[src/rtl/alt_vipcts_stream_input_fifo.sv]
// Avalon-ST input stage for VIP cores.
// Takes a ready-latency-1 stream (registered din_ready) and presents a
// ready-latency-0 internal stream (int_valid/int_ready) from a small credit FIFO.
// Carries sop/eop/empty through, tags each packet with its type nibble, and
// flags sop/eop protocol errors.
//
// Handshake semantics:
//   din side : din_ready high in cycle N permits din_valid in cycle N+1; a beat is
//              written when din_valid is high and din_ready was high the cycle before.
//   int side : a beat transfers on any edge where int_valid & int_ready are both high;
//              int_valid never depends on int_ready.
module alt_vipcts_stream_input_fifo #(
  parameter int BITS_PER_SYMBOL  = 8,
  parameter int SYMBOLS_PER_BEAT = 3,
  parameter int DEPTH            = 4,
  parameter int EMPTY_WIDTH      = 2,
  localparam int DATA_WIDTH      = BITS_PER_SYMBOL * SYMBOLS_PER_BEAT
) (
  input  logic                   clk,
  input  logic                   rst,
  output logic                   din_ready,
  input  logic                   din_valid,
  input  logic [DATA_WIDTH-1:0]  din_data,
  input  logic                   din_sop,
  input  logic                   din_eop,
  input  logic [EMPTY_WIDTH-1:0] din_empty,
  input  logic                   int_ready,
  output logic                   int_valid,
  output logic [DATA_WIDTH-1:0]  int_data,
  output logic                   int_sop,
  output logic                   int_eop,
  output logic [EMPTY_WIDTH-1:0] int_empty,
  output logic [3:0]             int_pkt_type,
  output logic                   int_pkt_video,
  output logic                   err_sop,
  output logic                   err_eop
);

  localparam int PTR_W   = $clog2(DEPTH);
  localparam int CNT_W   = $clog2(DEPTH + 1);
  localparam int SUM_W   = CNT_W + 2;
  localparam int ENTRY_W = DATA_WIDTH + EMPTY_WIDTH + 3;

  // Entry layout: {tag, sop, eop, empty, data}
  logic [ENTRY_W-1:0] mem [DEPTH];
  logic [ENTRY_W-1:0] head;
  logic               head_tag;

  logic [PTR_W-1:0] wr_ptr;
  logic [PTR_W-1:0] rd_ptr;
  logic [CNT_W-1:0] count;
  logic [CNT_W-1:0] count_next;
  logic [SUM_W-1:0] ready_sum;
  logic             ready_next;
  logic             din_ready_q;
  logic             in_packet;
  logic             type_armed;
  logic             wr;
  logic             rd;
  logic             wr_tag;

  assign wr        = din_valid & din_ready_q;
  assign int_valid = (count != '0);
  assign rd        = int_valid & int_ready;

  assign head = mem[rd_ptr];
  assign {head_tag, int_sop, int_eop, int_empty, int_data} = head;

  // The beat carrying the packet type: a single-beat packet tags itself,
  // otherwise the first write after an armed sop is tagged.
  assign wr_tag = din_sop ? din_eop : type_armed;

  // Occupancy after this edge.
  always_comb begin
    count_next = count;
    if (wr && !rd)      count_next = count + 1'b1;
    else if (!wr && rd) count_next = count - 1'b1;
  end

  // Credit check: room for the beat din_ready already permits next cycle plus
  // one more if din_ready stays high. Reads are ignored, so any upstream is safe.
  assign ready_sum  = SUM_W'(count_next) + SUM_W'(din_ready) + SUM_W'(1);
  assign ready_next = (ready_sum <= SUM_W'(DEPTH));

  // Pointer, occupancy and ready registers; pointers wrap explicitly at DEPTH-1.
  always_ff @(posedge clk or posedge rst) begin
    if (rst) begin
      wr_ptr      <= '0;
      rd_ptr      <= '0;
      count       <= '0;
      din_ready   <= 1'b0;
      din_ready_q <= 1'b0;
    end else begin
      count       <= count_next;
      din_ready   <= ready_next;
      din_ready_q <= din_ready;
      if (wr) wr_ptr <= (wr_ptr == PTR_W'(DEPTH - 1)) ? '0 : wr_ptr + 1'b1;
      if (rd) rd_ptr <= (rd_ptr == PTR_W'(DEPTH - 1)) ? '0 : rd_ptr + 1'b1;
    end
  end

  // Storage; cleared on reset so the head reads as zero until the first write.
  always_ff @(posedge clk or posedge rst) begin
    if (rst) begin
      for (int i = 0; i < DEPTH; i++) mem[i] <= '0;
    end else if (wr) begin
      mem[wr_ptr] <= {wr_tag, din_sop, din_eop, din_empty, din_data};
    end
  end

  // Write-side packet tracking and registered protocol-error pulses.
  always_ff @(posedge clk or posedge rst) begin
    if (rst) begin
      in_packet  <= 1'b0;
      type_armed <= 1'b0;
      err_sop    <= 1'b0;
      err_eop    <= 1'b0;
    end else begin
      err_sop <= wr & din_sop & in_packet;
      err_eop <= wr & din_eop & ~in_packet & ~din_sop;
      if (wr) begin
        if (din_sop) begin
          in_packet  <= ~din_eop;
          type_armed <= ~din_eop;
        end else begin
          type_armed <= 1'b0;
          if (din_eop) in_packet <= 1'b0;
        end
      end
    end
  end

  // Packet type follows the tagged beat as it leaves the head; held until the next tag.
  always_ff @(posedge clk or posedge rst) begin
    if (rst) begin
      int_pkt_type  <= 4'h0;
      int_pkt_video <= 1'b1;
    end else if (rd && head_tag) begin
      int_pkt_type  <= int_data[3:0];
      int_pkt_video <= (int_data[3:0] == 4'h0);
    end
  end

endmodule

[config.mk]
export PLATFORM = sky130hd
export DESIGN_NAME = alt_vipcts_stream_input_fifo
export DESIGN_NICKNAME = d
export VERILOG_FILES = /design/src/rtl/alt_vipcts_stream_input_fifo.sv
export SDC_FILE = /design/constraint.sdc
export NUM_CORES = 1
export LEC_CHECK = 0
export CORE_MARGIN = 2
export CORE_UTILIZATION = 37
export CTS_CLUSTER_SIZE = 12
export DETAILED_ROUTE_END_ITERATION = 16
export PLACE_DENSITY = 0.62
export SLEW_MARGIN = 10
export SYNTH_ARGS = -nofsm -noshare
export SYNTH_HDL_FRONTEND = slang
export SYNTH_SLANG_ARGS = --single-unit
export TNS_END_PERCENT = 100
[constraint.sdc]
create_clock -name clk -period 12.15 [get_ports clk]
set_input_delay 3.645 -clock clk [delete_from_list [all_inputs] [get_ports clk]]
set_output_delay 3.645 -clock clk [all_outputs]
set_load 0.01 [all_outputs]
Word level (Yosys, flattened, before mapping):

Cells that the tools add are included.

* flip-flop bits (word level): 134
* input port bits: 32
* word-level logic and storage cells: 63

* add/subtract/negate cells: 6
* magnitude comparators: 4
* equal/unequal tests: 2
* multiplexer cells: 14
* bitwise gates (word level): 12
* reductions and logical operators: 10

Operators with widths (number)
* $bwmux W116: 1
* $mux W29: 3
* $bmux W29 S2: 1
* $demux W29 S2: 1
* $and A1 B1 Y1: 7
* $ge A3 B3 Y1 const B: 2
* $mux W3: 2
* $not A2 Y3: 2
* $add A4 B1 Y5 const B: 1
* $le A5 B3 Y1 const B: 1
* $add A2 B1 Y2 const B: 2
* $add A3 B1 Y4: 1
* $eq A2 B2 Y1 const B: 2
* $logic_and A1 B1 Y1: 4
* $logic_not A4 Y1: 1
* $mux W1: 4
* $mux W2: 2
* $add A3 B1 Y3 const B: 1
* $lt A3 B1 Y1 const B: 1
* $not A1 Y1: 3
* $reduce_bool A3 Y1: 1
* $sub A3 B1 Y3 const B: 1
* $logic_not A1 Y1: 2
* $reduce_and A2 Y1: 1
* $reduce_bool A2 Y1: 1

Longest topological paths before layout:

* word-level depth: 8
* mapped depth: 14

Least setup slack after synthesis:

No wires, ideal clock.

* kind: input -> register
* from: input din_valid
* to: register din_ready
* library setup time: 137 ps
* arrival time: 5449 ps
* required time: 12013 ps
* slack: 6564 ps
* stages: 12
* path buffers: 1
* cell sequence: and2_1 > buf_1 > xnor2_1 > xnor2_1 > ha_1 > inv_1 > ha_1 > nand2b_1 > nand3b_1 > a211o_1 > nand2_1 > a31oi_1

* word-level cells in the longest chain between the ends: 8
* elaborated cells on any way between the ends: 9
* classes of those cells: add/sub (2); order compare (1); mux (2); bitwise (1); reduce/logical (3)

RTL lines
* start, declared: RTL line 22 `input logic din_valid,`
* $and A1 B1 Y1 (*): RTL line 62 `assign wr = din_valid & din_ready_q;`
* $logic_not A1 Y1: RTL line 77 `else if (!wr && rd) count_next = count - 1'b1;`
* $logic_and A1 B1 Y1: RTL line 77
* $mux W3: RTL line 77
* $mux W3 (*): RTL line 76 `if (wr && !rd) count_next = count + 1'b1;`
* $add A3 B1 Y4 (*): RTL line 82 `assign ready_sum = SUM_W'(count_next) + SUM_W'(din_ready) + SUM_W'(1);`
* $add A4 B1 Y5 (*): RTL line 82
* $le A5 B3 Y1 (*): RTL line 83 `assign ready_next = (ready_sum <= SUM_W'(DEPTH));`
* named net ready_next: RTL line 54 `logic ready_next;`
* end signal, assigned: RTL line 95 `din_ready <= ready_next;`
* end, declared: RTL line 21 `output logic din_ready,`

Mark *: on every way through the listed nets, which the timed path passes. The rest lies on a longest branch.
A chain may end at the register's enable or synchronous reset.

Final worst setup path:

* from: register rd_ptr[1]
* to: output int_data[2]

* word-level cells in the longest chain between the ends: 4

RTL lines
* start, declared: RTL line 50 `logic [PTR_W-1:0] rd_ptr;`
* start signal, assigned: RTL line 98 `if (rd) rd_ptr <= (rd_ptr == PTR_W'(DEPTH - 1)) ? '0 : rd_ptr + 1'b1;`
* $not A2 Y3 (implied by the code): RTL line 66 `assign head = mem[rd_ptr];`
* $bmux W29 S2: RTL line 66
* $mux W29 (implied by the code) (2 in a row): RTL line 66
* end, declared: RTL line 29 `output logic [DATA_WIDTH-1:0] int_data,`

Every way passes these cells. The select of a mux whose other input is x is not followed.

==> impl_metrics.ini <==
[critical_path]
worst_ep_arrival_time_ps = 2590
worstSetupPathType = reg2out
crit_path_top_delay_cell = dfrtp_2
cp_max_fo = 31
critical_path_buf_inv_count = 1
critical-path-max-stage-delay_ps = 920
critPathLaunchType = flop
cp.required_ps = 8500
cp_num_cells = 2
worstRegToRegCells = 13
crit_family = flip-flops
cp_cell_sequence = mux4_1 -> clkdlybuf4s50_1
end_kind = output pin

[detailed_routing]
viasPerCell = 5.01
drt-initial-drc-count = 172
remaining_drc_errors = 0
vias = 3365
wl_um = 11700
wire_per_inst_um = 17.4
dr.pass1.iters = 4
antenna_left = 0

[floorplanning]
initial_core_util_pct = 37.5
die_area_mm2 = 0.0169
ios = 69
die_width_um = 130
dieHeight_um = 130
fp-row-count = 46
core_mm2 = 0.0157

[flow_run]
max-cap-violations = 0

[synth]
async_flop_share_pct = 100
synth_top_area_share_pct = 56.5
ys_seq_elements = 134
postSynthCellCount = 375
yosysSeqAreaShare_pct = 57.0
syn_nets = 417
synth_edf_count = 0
synth.distinct_cells = 32
synth.largest_area_cell = dfrtp_1
synth_area_mm2 = 0.00589
synth.avg_cell_area_um2 = 15.7
yosys-top-cells-area = dfrtp_1 (57%), mux2_1 (22%), mux4_2 (11%), ha_1 (2.1%), clkbuf_1 (1.0%)
synthTopCellsByCount = dfrtp_1 (133), mux2_1 (117), mux4_2 (28), clkbuf_1 (16), nand2_1 (16)
yosysWarnings = 0
synth_top_flop_cell = dfrtp_1
yosysMostFrequentCell = dfrtp_1

[clocking]
clock_path_buffers = 2
cts_tree = built
clk_latency_ps = 410
cts_inserted_buffers = 17
cts.clk_slew.worst_paths_ps = 50
cts_resized = 0
cts_hold_buffers = 0
cts_root_buf = clkbuf_16
clock_sinks = 134
cts_setup_buffers = 0
htreeDepth = 4

[min_path]
min_path_type = reg2reg
hold_depth = 0

[sta]
skew_ps = 4.54
final-hold-violation-count = 0
final.setup.worst_slack_ps = 5910
tightest_slew_ps = 956
min_period_ps = 6240
fmax_ghz = 0.160
whs_ps = 426
rsz0062_at_grt = no
fin_tns_setup_ps = 0
setup_viol = 0
slew-limit-headroom_pct = 36.0
slew_violations = 0
fin_crit_sh_pct = 51.3

[pwr]
ir_worst_vdd_uv = 100
p_per_area_mw_per_mm2 = 294
leakage_uw = 0.00312

[grt]
grt_max_degree = 69
overflow = 0
grt_usage_pct = 15.2
antenna_found_initial = 0
grt_pass1_wl_um = 19200
grt_pass1_vias = 3660

[layout]
design_area_mm2 = 0.00737
drive_above_1_share_pct = 14.0
syn2layout_area_growth_pct = 25.2
utilization_pct = 46.9
nets = 485
antenna_cells = 0
nFillCells = 1381

[run_status]
outcome = finished clean

[place]
port_buffers = 68
dp_hpwl_um = 7150
place_area_mm2 = 0.00678
dp_slack_ps = 5850
gp_congestion = 0.691
## area by class of cell
type,count,area (µm²),share of cell area (%)
multi-input combinational,212,2420,32.8
clock buffer,29,531,7.19
clock inverter,3,65.1,0.882
timing repair buffer,70,696,9.43
tap,216,270,3.67
sequential,134,3360,45.5
inverter,8,35.0,0.475
## state kept, by name (all words and copies together) (netlist names)
register,count
int_pkt_video,1
rd_ptr,2
err_sop,1
int_pkt_type,4
mem,116
type_armed,1
wr_ptr,2
count,3
din_ready_q,1
err_eop,1
din_ready,1
in_packet,1
## metal layers
layer  share of wire [%]  GRT usage (%)
met5                   0              0
met4                 2.1           6.51
met3                 3.5           3.69
met2                  50           25.3
met1                  44           19.2
## worst reg2reg max path, stage by stage, from the launching register on
cell and delay [ps]:
dfrtp_1 400, inv_1 90, ha_1 200, nand2b_1 210, nand2_1 220, xnor2_1 250
ha_1 170, inv_1 50, ha_1 260, nand2b_1 150, nand3b_1 100, a211o_1 300
nand2_1 80, a31oi_1 40
## metrics by stage
step | power, µW | instances
after floorplan | 1320 | 375
after global placement | 1640 | 640
after detailed placement | 1680 | 640
after CTS | 2200 | 672
after global routing | 2310 | 672
final | 2170 | 672
## cell usage in the layout (no fill, tap or decap), types with 2 or more instances in the layout
cell / n
ha_1: 10
bufinv_16: 2
a31oi_1: 2
a21oi_1: 4
xnor2_1: 3
nor2_1: 3
inv_1: 7
clkbuf_16: 17
nand2_2: 4
clkbuf_8: 6
nand3_1: 2
nand3b_1: 3
nand2b_1: 2
clkdlybuf4s50_1: 68
mux2_1: 117
buf_4: 2
and2_1: 2
nor3_1: 2
dfrtp_2: 2
o21ai_1: 8
mux4_2: 28
clkbuf_1: 6
dfrtp_1: 131
nand2_1: 12
## kinds of logic after synthesis
logic type	synth area share [%]
XOR/XNOR	0.446
AND/OR/NAND/NOR	2.85
multiplexers	33.7
adder cells (fa/ha/maj)	2.13
AO/OA/AOI/OAI	1.81
buffers and inverters	2.08
flip-flops	57.0
## report_power, final
part           internal [µW]  switching, µW  total [µW]
clock network            335            175         510
logic                    511            344         855
registers                671            132         802
total                   1520            651        2170
## path summary, 6_finish.rpt
check | from | endpoint | slack, ps
worst max-delay path | rd_ptr[1] | int_data[2] | 5910
max in group asynchronous | rst | mem[16] | 7160
worst min register to register | din_ready | din_ready_q | 430
worst min-delay path | din_ready | din_ready_q | 430
worst max register to register | count[0] | din_ready | 9490
min in group asynchronous | rst | int_pkt_type[1] | 3700
No activity file was read; power rests on OpenSTA's default activity.
